[src/rtl/hdmi_timing_monitor.sv]
// hdmi_timing_monitor
//   Passive monitor that sits on the HDMI timing/pattern driver outputs. For
//   each frame it measures the line length, the active width, the frame height
//   and the active height. It also sums every active pixel into a 32-bit
//   checksum and reports lock against the expected format.
//
// Ports
//   clk, rst        pixel clock, synchronous active-high reset
//   hs, vs, de      horizontal sync, vertical sync, data enable (active high)
//   rgb_r/g/b       8-bit colour components of the current pixel
//   meas_h_total    clocks between the last two hs rising edges of the frame
//   meas_h_active   de-high run length of the last active line
//   meas_v_total    hs rising edges in the frame
//   meas_v_active   de runs completed in the frame
//   frame_checksum  modulo-2^32 sum of {8'h0, r, g, b} over the frame
//   meas_valid      one-cycle pulse when the published values update
//   h_unstable      some line of the published frame differed from its first line
//   locked          LOCK_FRAMES consecutive published frames matched EXP_*
//   no_signal       no hs rising edge for 4095 clocks
//   frame_cnt       count of published frames, wraps
module hdmi_timing_monitor #(
  parameter int unsigned EXP_H_TOTAL  = 2200,
  parameter int unsigned EXP_H_ACTIVE = 1920,
  parameter int unsigned EXP_V_TOTAL  = 1125,
  parameter int unsigned EXP_V_ACTIVE = 1080,
  parameter int unsigned LOCK_FRAMES  = 2
) (
  input  logic        clk,
  input  logic        rst,
  input  logic        hs,
  input  logic        vs,
  input  logic        de,
  input  logic [7:0]  rgb_r,
  input  logic [7:0]  rgb_g,
  input  logic [7:0]  rgb_b,
  output logic [11:0] meas_h_total,
  output logic [11:0] meas_h_active,
  output logic [11:0] meas_v_total,
  output logic [11:0] meas_v_active,
  output logic [31:0] frame_checksum,
  output logic        meas_valid,
  output logic        h_unstable,
  output logic        locked,
  output logic        no_signal,
  output logic [15:0] frame_cnt
);

  typedef enum logic [1:0] {
    IDLE    = 2'd0,
    ACQUIRE = 2'd1,
    TRACK   = 2'd2
  } state_t;

  localparam logic [3:0] LOCK_N = 4'(LOCK_FRAMES);

  state_t      state_q;
  logic        hs_q, vs_q, de_q;
  logic [11:0] h_run_q, line_len_q, de_run_q, de_len_q;
  logic [11:0] line_cnt_q, line_act_cnt_q, first_len_q;
  logic        first_valid_q, h_unst_q;
  logic [31:0] acc_q;
  logic [3:0]  match_cnt_q, match_cnt_d;
  logic [11:0] meas_h_total_q, meas_h_active_q, meas_v_total_q, meas_v_active_q;
  logic [31:0] frame_checksum_q;
  logic [15:0] frame_cnt_q;
  logic        meas_valid_q, h_unstable_q, locked_q, no_signal_q;

  logic        hs_rise_s, vs_rise_s, de_fall_s;
  logic        h_loss_s, publish_s, h_diff_s, h_unst_pub_s, match_s;
  logic [31:0] pix_s;

  assign hs_rise_s = hs & ~hs_q;
  assign vs_rise_s = vs & ~vs_q;
  assign de_fall_s = ~de & de_q;
  assign pix_s     = de ? {8'h00, rgb_r, rgb_g, rgb_b} : 32'h0000_0000;

  // A returning hs edge wins over the saturated counter, so a vs that
  // coincides with the first hs after a loss still starts acquisition.
  assign h_loss_s  = (h_run_q == 12'hFFF) && !hs_rise_s;
  assign publish_s = vs_rise_s && (state_q != IDLE) && !h_loss_s;

  // The line ending on a coincident vs/hs edge still belongs to the old frame.
  assign h_diff_s     = hs_rise_s && first_valid_q && (h_run_q != first_len_q);
  assign h_unst_pub_s = h_unst_q | h_diff_s;

  assign match_s = (line_len_q     == 12'(EXP_H_TOTAL))  &&
                   (de_len_q       == 12'(EXP_H_ACTIVE)) &&
                   (line_cnt_q     == 12'(EXP_V_TOTAL))  &&
                   (line_act_cnt_q == 12'(EXP_V_ACTIVE)) &&
                   !h_unst_pub_s;

  // Next value of the consecutive-match counter for the frame being published.
  always_comb begin
    match_cnt_d = 4'd0;
    if (match_s) begin
      if (match_cnt_q >= LOCK_N) begin
        match_cnt_d = LOCK_N;
      end else begin
        match_cnt_d = match_cnt_q + 4'd1;
      end
    end else begin
      match_cnt_d = 4'd0;
    end
  end

  // Raster measurement counters, checksum accumulator and line-stability tracking.
  always_ff @(posedge clk) begin
    if (rst) begin
      hs_q           <= 1'b0;
      vs_q           <= 1'b0;
      de_q           <= 1'b0;
      h_run_q        <= 12'd0;
      line_len_q     <= 12'd0;
      de_run_q       <= 12'd0;
      de_len_q       <= 12'd0;
      line_cnt_q     <= 12'd0;
      line_act_cnt_q <= 12'd0;
      first_len_q    <= 12'd0;
      first_valid_q  <= 1'b0;
      h_unst_q       <= 1'b0;
      acc_q          <= 32'd0;
    end else begin
      hs_q <= hs;
      vs_q <= vs;
      de_q <= de;

      if (hs_rise_s) begin
        line_len_q <= h_run_q;
        h_run_q    <= 12'd1;
      end else if (h_run_q != 12'hFFF) begin
        h_run_q <= h_run_q + 12'd1;
      end

      if (de_fall_s) begin
        de_len_q <= de_run_q;
        de_run_q <= 12'd0;
      end else if (de) begin
        de_run_q <= de_run_q + 12'd1;
      end

      if (vs_rise_s) begin
        // Frame start: an hs on this same clock is line 1 of the new frame.
        line_cnt_q     <= hs_rise_s ? 12'd1 : 12'd0;
        line_act_cnt_q <= de_fall_s ? 12'd1 : 12'd0;
        acc_q          <= pix_s;
        first_valid_q  <= 1'b0;
        h_unst_q       <= 1'b0;
      end else begin
        if (hs_rise_s) begin
          line_cnt_q <= line_cnt_q + 12'd1;
          if (!first_valid_q) begin
            first_len_q   <= h_run_q;
            first_valid_q <= 1'b1;
          end else if (h_diff_s) begin
            h_unst_q <= 1'b1;
          end
        end
        if (de_fall_s) begin
          line_act_cnt_q <= line_act_cnt_q + 12'd1;
        end
        acc_q <= acc_q + pix_s;
      end
    end
  end

  // Acquisition state machine with registered publish, lock and loss outputs.
  always_ff @(posedge clk) begin
    if (rst) begin
      state_q          <= IDLE;
      meas_h_total_q   <= 12'd0;
      meas_h_active_q  <= 12'd0;
      meas_v_total_q   <= 12'd0;
      meas_v_active_q  <= 12'd0;
      frame_checksum_q <= 32'd0;
      frame_cnt_q      <= 16'd0;
      meas_valid_q     <= 1'b0;
      h_unstable_q     <= 1'b0;
      locked_q         <= 1'b0;
      no_signal_q      <= 1'b0;
      match_cnt_q      <= 4'd0;
    end else begin
      meas_valid_q <= publish_s;

      if (hs_rise_s) begin
        no_signal_q <= 1'b0;
      end else if (h_loss_s) begin
        no_signal_q <= 1'b1;
      end

      if (publish_s) begin
        meas_h_total_q   <= line_len_q;
        meas_h_active_q  <= de_len_q;
        meas_v_total_q   <= line_cnt_q;
        meas_v_active_q  <= line_act_cnt_q;
        frame_checksum_q <= acc_q + pix_s;
        h_unstable_q     <= h_unst_pub_s;
        frame_cnt_q      <= frame_cnt_q + 16'd1;
        match_cnt_q      <= match_cnt_d;
        locked_q         <= (match_cnt_d == LOCK_N);
      end

      if (h_loss_s) begin
        state_q     <= IDLE;
        locked_q    <= 1'b0;
        match_cnt_q <= 4'd0;
      end else begin
        case (state_q)
          IDLE:    if (vs_rise_s) state_q <= ACQUIRE;
          ACQUIRE: if (vs_rise_s) state_q <= TRACK;
          TRACK:   state_q <= TRACK;
          default: state_q <= IDLE;
        endcase
      end
    end
  end

  assign meas_h_total   = meas_h_total_q;
  assign meas_h_active  = meas_h_active_q;
  assign meas_v_total   = meas_v_total_q;
  assign meas_v_active  = meas_v_active_q;
  assign frame_checksum = frame_checksum_q;
  assign meas_valid     = meas_valid_q;
  assign h_unstable     = h_unstable_q;
  assign locked         = locked_q;
  assign no_signal      = no_signal_q;
  assign frame_cnt      = frame_cnt_q;

endmodule

[config.mk]
export PLATFORM = sky130hd
export DESIGN_NAME = hdmi_timing_monitor
export DESIGN_NICKNAME = d
export VERILOG_FILES = /design/src/rtl/hdmi_timing_monitor.sv
export SDC_FILE = /design/constraint.sdc
export NUM_CORES = 1
export LEC_CHECK = 0
export CAP_MARGIN = 40
export CORE_ASPECT_RATIO = 0.7
export CORE_UTILIZATION = 60
export DETAILED_ROUTE_END_ITERATION = 10
export HOLD_SLACK_MARGIN = 0.15
export PLACE_DENSITY = 0.83
export SLEW_MARGIN = 10
export SYNTH_ARGS = -nofsm -noshare
export SYNTH_HDL_FRONTEND = slang
export SYNTH_SLANG_ARGS = --single-unit
[constraint.sdc]
create_clock -name clk -period 5.4 [get_ports clk]
set_input_delay 0.81 -clock clk [delete_from_list [all_inputs] [get_ports clk]]
set_output_delay 0.81 -clock clk [all_outputs]
set_load 0.005 [all_outputs]
Yosys cells after proc, flatten, opt, wreduce, memory -nomap -nowiden
Cells that the tools add are included.
{"block": "totals", "out_inout_bits": 100, "reg_bits": 227}
{"block": "classes", "eq_ne": 12, "muxes": 15, "add_sub_neg": 7, "order_cmp": 1, "reduce_logical": 24, "bitwise_logic": 9}
{"op": "adder 12 x 1 -> 12 bit (second input constant)", "n": 4}
{"op": "two-way mux 12 bit", "n": 4}
{"op": "equality test 12 x 11 -> 1 bit (second input constant)", "n": 3}
{"op": "adder 32 x 24 -> 32 bit", "n": 1}
{"op": "two-way mux 32 bit", "n": 1}
{"op": "equality test 12 bit (second input constant)", "n": 2}
{"op": "two-way mux 24 bit", "n": 1}
{"op": "adder 16 x 1 -> 16 bit (second input constant)", "n": 1}
{"op": "inequality test 12 bit", "n": 1}
{"op": "inequality test 12 bit (second input constant)", "n": 1}
{"op": "logical AND 1 bit", "n": 9}
{"op": "two-way mux 4 bit", "n": 2}
{"op": "nonzero test 2 bit", "n": 4}
{"op": "OR reduction 2 bit", "n": 4}
{"op": "case mux 2 bit (3 select lines)", "n": 1}
{"op": "AND reduction 3 bit", "n": 2}
{"op": "inverter 1 bit", "n": 5}
{"op": "adder 4 x 1 -> 4 bit (second input constant)", "n": 1}
{"op": "equality test 4 x 2 -> 1 bit (second input constant)", "n": 1}
{"op": ">= comparator 4 x 2 -> 1 bit (second input constant)", "n": 1}
{"op": "two-way mux 1 bit", "n": 4}
{"op": "two-way mux 2 bit", "n": 2}
{"op": "inequality test 2 bit (second input constant)", "n": 2}
{"op": "AND 1 bit", "n": 3}
{"op": "other kinds (6)", "n": 8}

Depth between registers and ports, before layout
{"block": "logic_depth", "word_depth": 9, "mapped_depth": 13, "depth_no_buf": 11}

Least setup slack after synthesis
Ideal clock, no wire load.
{"block": "synth_path", "path_kind": "input to register", "start": "input de", "end": "register frame_checksum_q[30] (netlist: frame_checksum[30])", "setup_ns": 0.132, "t_required_ns": 5.268, "stages": 13, "arrival_ns": 3.643, "slack_ns": 1.625, "path_cell_list": "clkbuf_1 -> clkbuf_1 -> and2_1 -> ha_1 -> inv_1 -> fa_1 -> nor2b_1 -> o31a_1 -> nand2_1 -> a2111oi_2 -> o21ai_1 -> nand3_1 -> or3b_2"}
{"block": "synth_via", "elab_chain_len": 2}
{"element": "start, declared", "line": "32", "source": "input logic de,"}
{"element": "two-way mux 24 bit", "line": "75", "source": "assign pix_s = de ? {8'h00, rgb_r, rgb_g, rgb_b} : 32'h0000_0000;"}
{"element": "adder 32 x 24 -> 32 bit", "line": "195", "source": "frame_checksum_q <= acc_q + pix_s;"}
{"element": "end signal, assigned", "line": "195"}
{"element": "end, declared", "line": "64", "source": "logic [31:0] frame_checksum_q;"}
No other way between the ends.
A chain may end at the register's enable or synchronous reset.

Worst setup path in the final report
Ends and elaborated chain as after synthesis.

==> impl_metrics.json <==
{
  "outcome": "complete, no violations",
  "maxCapViolations": 0,
  "grt_pass1_wl_um": 42400,
  "synth_top_area_frac": 0.428,
  "ys_ff_latch": 227,
  "syn_inst": 1338,
  "fp.dieW_um": 161,
  "vias_per_cell": 5.85,
  "cts_resized": 0,
  "tightest_slew_ns": 0.927,
  "async_flop_share": 0,
  "clkPwrFrac": 0.399,
  "combPwrFrac": 0.112,
  "vdd_drop_max_mv": 0.188,
  "synth_top_area_cell": "dfxtp_1",
  "synth_area_leaders": "dfxtp_1 43%, nand2_1 9.5%, a21oi_1 7.7%",
  "drc_errors": 0,
  "grt_max_degree": 80,
  "cts_hold_buf": 0,
  "postCtsSetupBuffers": 0,
  "final_max_slew_viol_count": 0,
  "finalHoldViolCount": 0,
  "design_area_mm2": 0.0126,
  "fin_crit_sh": 0.727,
  "postSynthAreaPerCell_um2": 7.93,
  "port_buffers": 128,
  "die_y_um": 113,
  "num_vias": 9694,
  "postPlaceCellArea_mm2": 0.0119,
  "start_kind": "input pin",
  "fill_cells": 1381,
  "clk_latency_ns": 0.50,
  "start_util": 0.616,
  "crit_arrival_ns": 4.30,
  "yosys_warnings": 0,
  "swShare": 0.254,
  "num_rows": 40,
  "clk_path_buf_depth": 3,
  "dp_cells": 1622,
  "min_period_ns": 3.93,
  "synth-edff-count": 0,
  "crit_required_ns": 5.78,
  "drt_wl_total_um": 26300,
  "seqPwrFrac": 0.488,
  "setup_viol": 0,
  "cts_buffers": 22,
  "clk_pin_slew_ns": 0.06,
  "firstDrtPassIters": 5,
  "switchingPower_mw": 0.906,
  "max_slew_margin": 0.380,
  "power_density_mw_per_mm2": 284,
  "cts_tree": "built",
  "die_area_mm2": 0.0182,
  "cts_num_sinks": 227,
  "htreeDepth": 1,
  "place_ws_ns": 1.06,
  "area_delta_synth_final_pct": 18.3,
  "r2r_slack_ns": 1.66,
  "grt_usage": 0.280,
  "drt-initial-drc-count": 832,
  "final_layout_size_suffix_gt1_frac": 0.0407,
  "cp_max_fo": 24,
  "endpoint_kind": "flop",
  "drt.antenna.violating_nets": 0,
  "io_pins": 129,
  "ys_seq_area_frac": 0.428,
  "clock_skew_ns": 0.00805,
  "routabilityCongestion": 0.964,
  "p_leak_nw": 4.56,
  "final.setup.worst_slack_ns": 1.47,
  "fmax_ghz": 0.255,
  "wl_per_cell_um": 15.9,
  "nets": 1480,
  "internal_power_mw": 2.66,
  "power_mw": 3.57,
  "synth_flop_cell": "dfxtp_1",
  "tns_ns": 0,
  "rsz0062_at_grt": "false",
  "final_common_cell": "nand2_1",
  "grt_overflow_total": 0,
  "synthesis.area_mm2": 0.0106,
  "hpwl_um": 17900,
  "cts-root-buf": "clkbuf_16",
  "core_mm2": 0.0172,
  "hold_path.class": "reg2reg",
  "grt_antenna_before_repair": 1,
  "grt_pass1_vias": 8794,
  "syn_nets": 1403,
  "instances_no_fill": 1658,
  "synth_cell_types": 66,
  "layout_common_cells": "270 x nand2_1, 227 x dfxtp_1, 164 x a21oi_1, 127 x clkdlybuf4s50_1, 111 x nor2_1",
  "critical_path_class": "in2reg"
}
## metal layers
metal / vias to the layer above / global-route usage / share of wire
met3: 30 / 0.0326 / 0.065
li1: 4756 / - / -
met4: 0 / 0.0679 / 0.013
met1: 4587 / 0.414 / 0.49
met5: - / 0 / 0
met2: 321 / 0.434 / 0.44
## critical path, cell delays in order
cell and delay [ns]:
clkdlybuf4s50_1 0.65, buf_4 0.33, and2_1 0.19, ha_1 0.31
and3_1 0.22, a22oi_1 0.52, a2111oi_2 0.22, o21ai_1 0.47
a21oi_1 0.13, or3b_2 0.45
## per-stage QoR
step,hold WS [ns],util
global route,0.472,0.729
detailed placement,0.446,0.691
global placement,0.441,0.691
floorplan,0.440,-
CTS,0.455,0.729
finish,0.454,0.729
## cells in the mapped netlist, types with 4 or more instances
cell type	number
a211oi_1	14
a211o_1	5
nand2_1	270
xnor2_1	16
a21oi_1	164
inv_1	28
clkbuf_8	4
nor4b_1	5
nand3_1	56
a31oi_1	8
dfxtp_1	227
clkbuf_1	70
o21ai_1	4
a2111oi_0	4
nand2b_1	5
or3_1	16
buf_2	7
o21a_1	6
mux2i_1	4
and3_1	17
nor3_1	13
o211ai_1	4
nor2_1	111
xor2_1	52
and2_1	25
ha_1	35
nor2b_1	11
nand4_1	28
o21ai_0	36
nor4_1	11
a21o_1	12
a311o_1	4
and4_1	6
buf_1	6
or4_1	8
## worst paths after layout
kind / startpoint / endpoint / cells after the start
worst min-delay path: meas_h_active[1]$_SDFFE_PP0P_ / meas_h_active[1]$_SDFFE_PP0P_ / 2
worst max register to register: h_run_q[0]$_SDFFE_PP0N_ / frame_checksum[30]$_SDFFE_PP0P_ / 8
worst min register to register: meas_h_active[1]$_SDFFE_PP0P_ / meas_h_active[1]$_SDFFE_PP0P_ / 2
worst max-delay path: de / frame_checksum[30]$_SDFFE_PP0P_ / 10
## state kept, by name (all words and copies together), names as in the netlist, 12 cells and up
| name | count |
|---|---|
| first_len_q | 12 |
| h_run_q | 12 |
| meas_h_active | 12 |
| frame_checksum | 32 |
| acc_q | 32 |
| line_len_q | 12 |
| frame_cnt | 16 |
| meas_v_active | 12 |
| de_run_q | 12 |
| de_len_q | 12 |
| meas_v_total | 12 |
| line_act_cnt_q | 12 |
| meas_h_total | 12 |
| line_cnt_q | 12 |
## final cells by class
cell class	count	area, um^2	share of cell area
multi-input cells	995	5590	0.445
flip-flops and latches	227	4540	0.362
repair buffers	141	1380	0.110
clock buffers	29	618	0.0492
well taps	231	289	0.0230
inverters	28	105	0.00837
clock inverters	6	35.0	0.00279
diodes	1	2.50	0.000199
## kinds of logic after synthesis
logic type	count (synthesis)	synth area share
simple gates	600	0.263
compound gates	287	0.160
flops	227	0.428
buf+inv	116	0.0463
xor+xnor	68	0.0561
fa+ha+maj	36	0.0432
mux	4	0.00377
## power by group through the flow
stage | Sequential [mW] | Combinational [mW] | Clock [mW]
6_report | 1.74 | 0.401 | 1.43
3_3_place_gp | 1.78 | 0.384 | 0
2_1_floorplan | 1.77 | 0.274 | 0
4_1_cts | 1.74 | 0.395 | 1.44
3_5_place_dp | 1.78 | 0.392 | 0
5_1_grt | 1.75 | 0.438 | 1.51
Note: power is estimated with default switching activity, not from simulation.
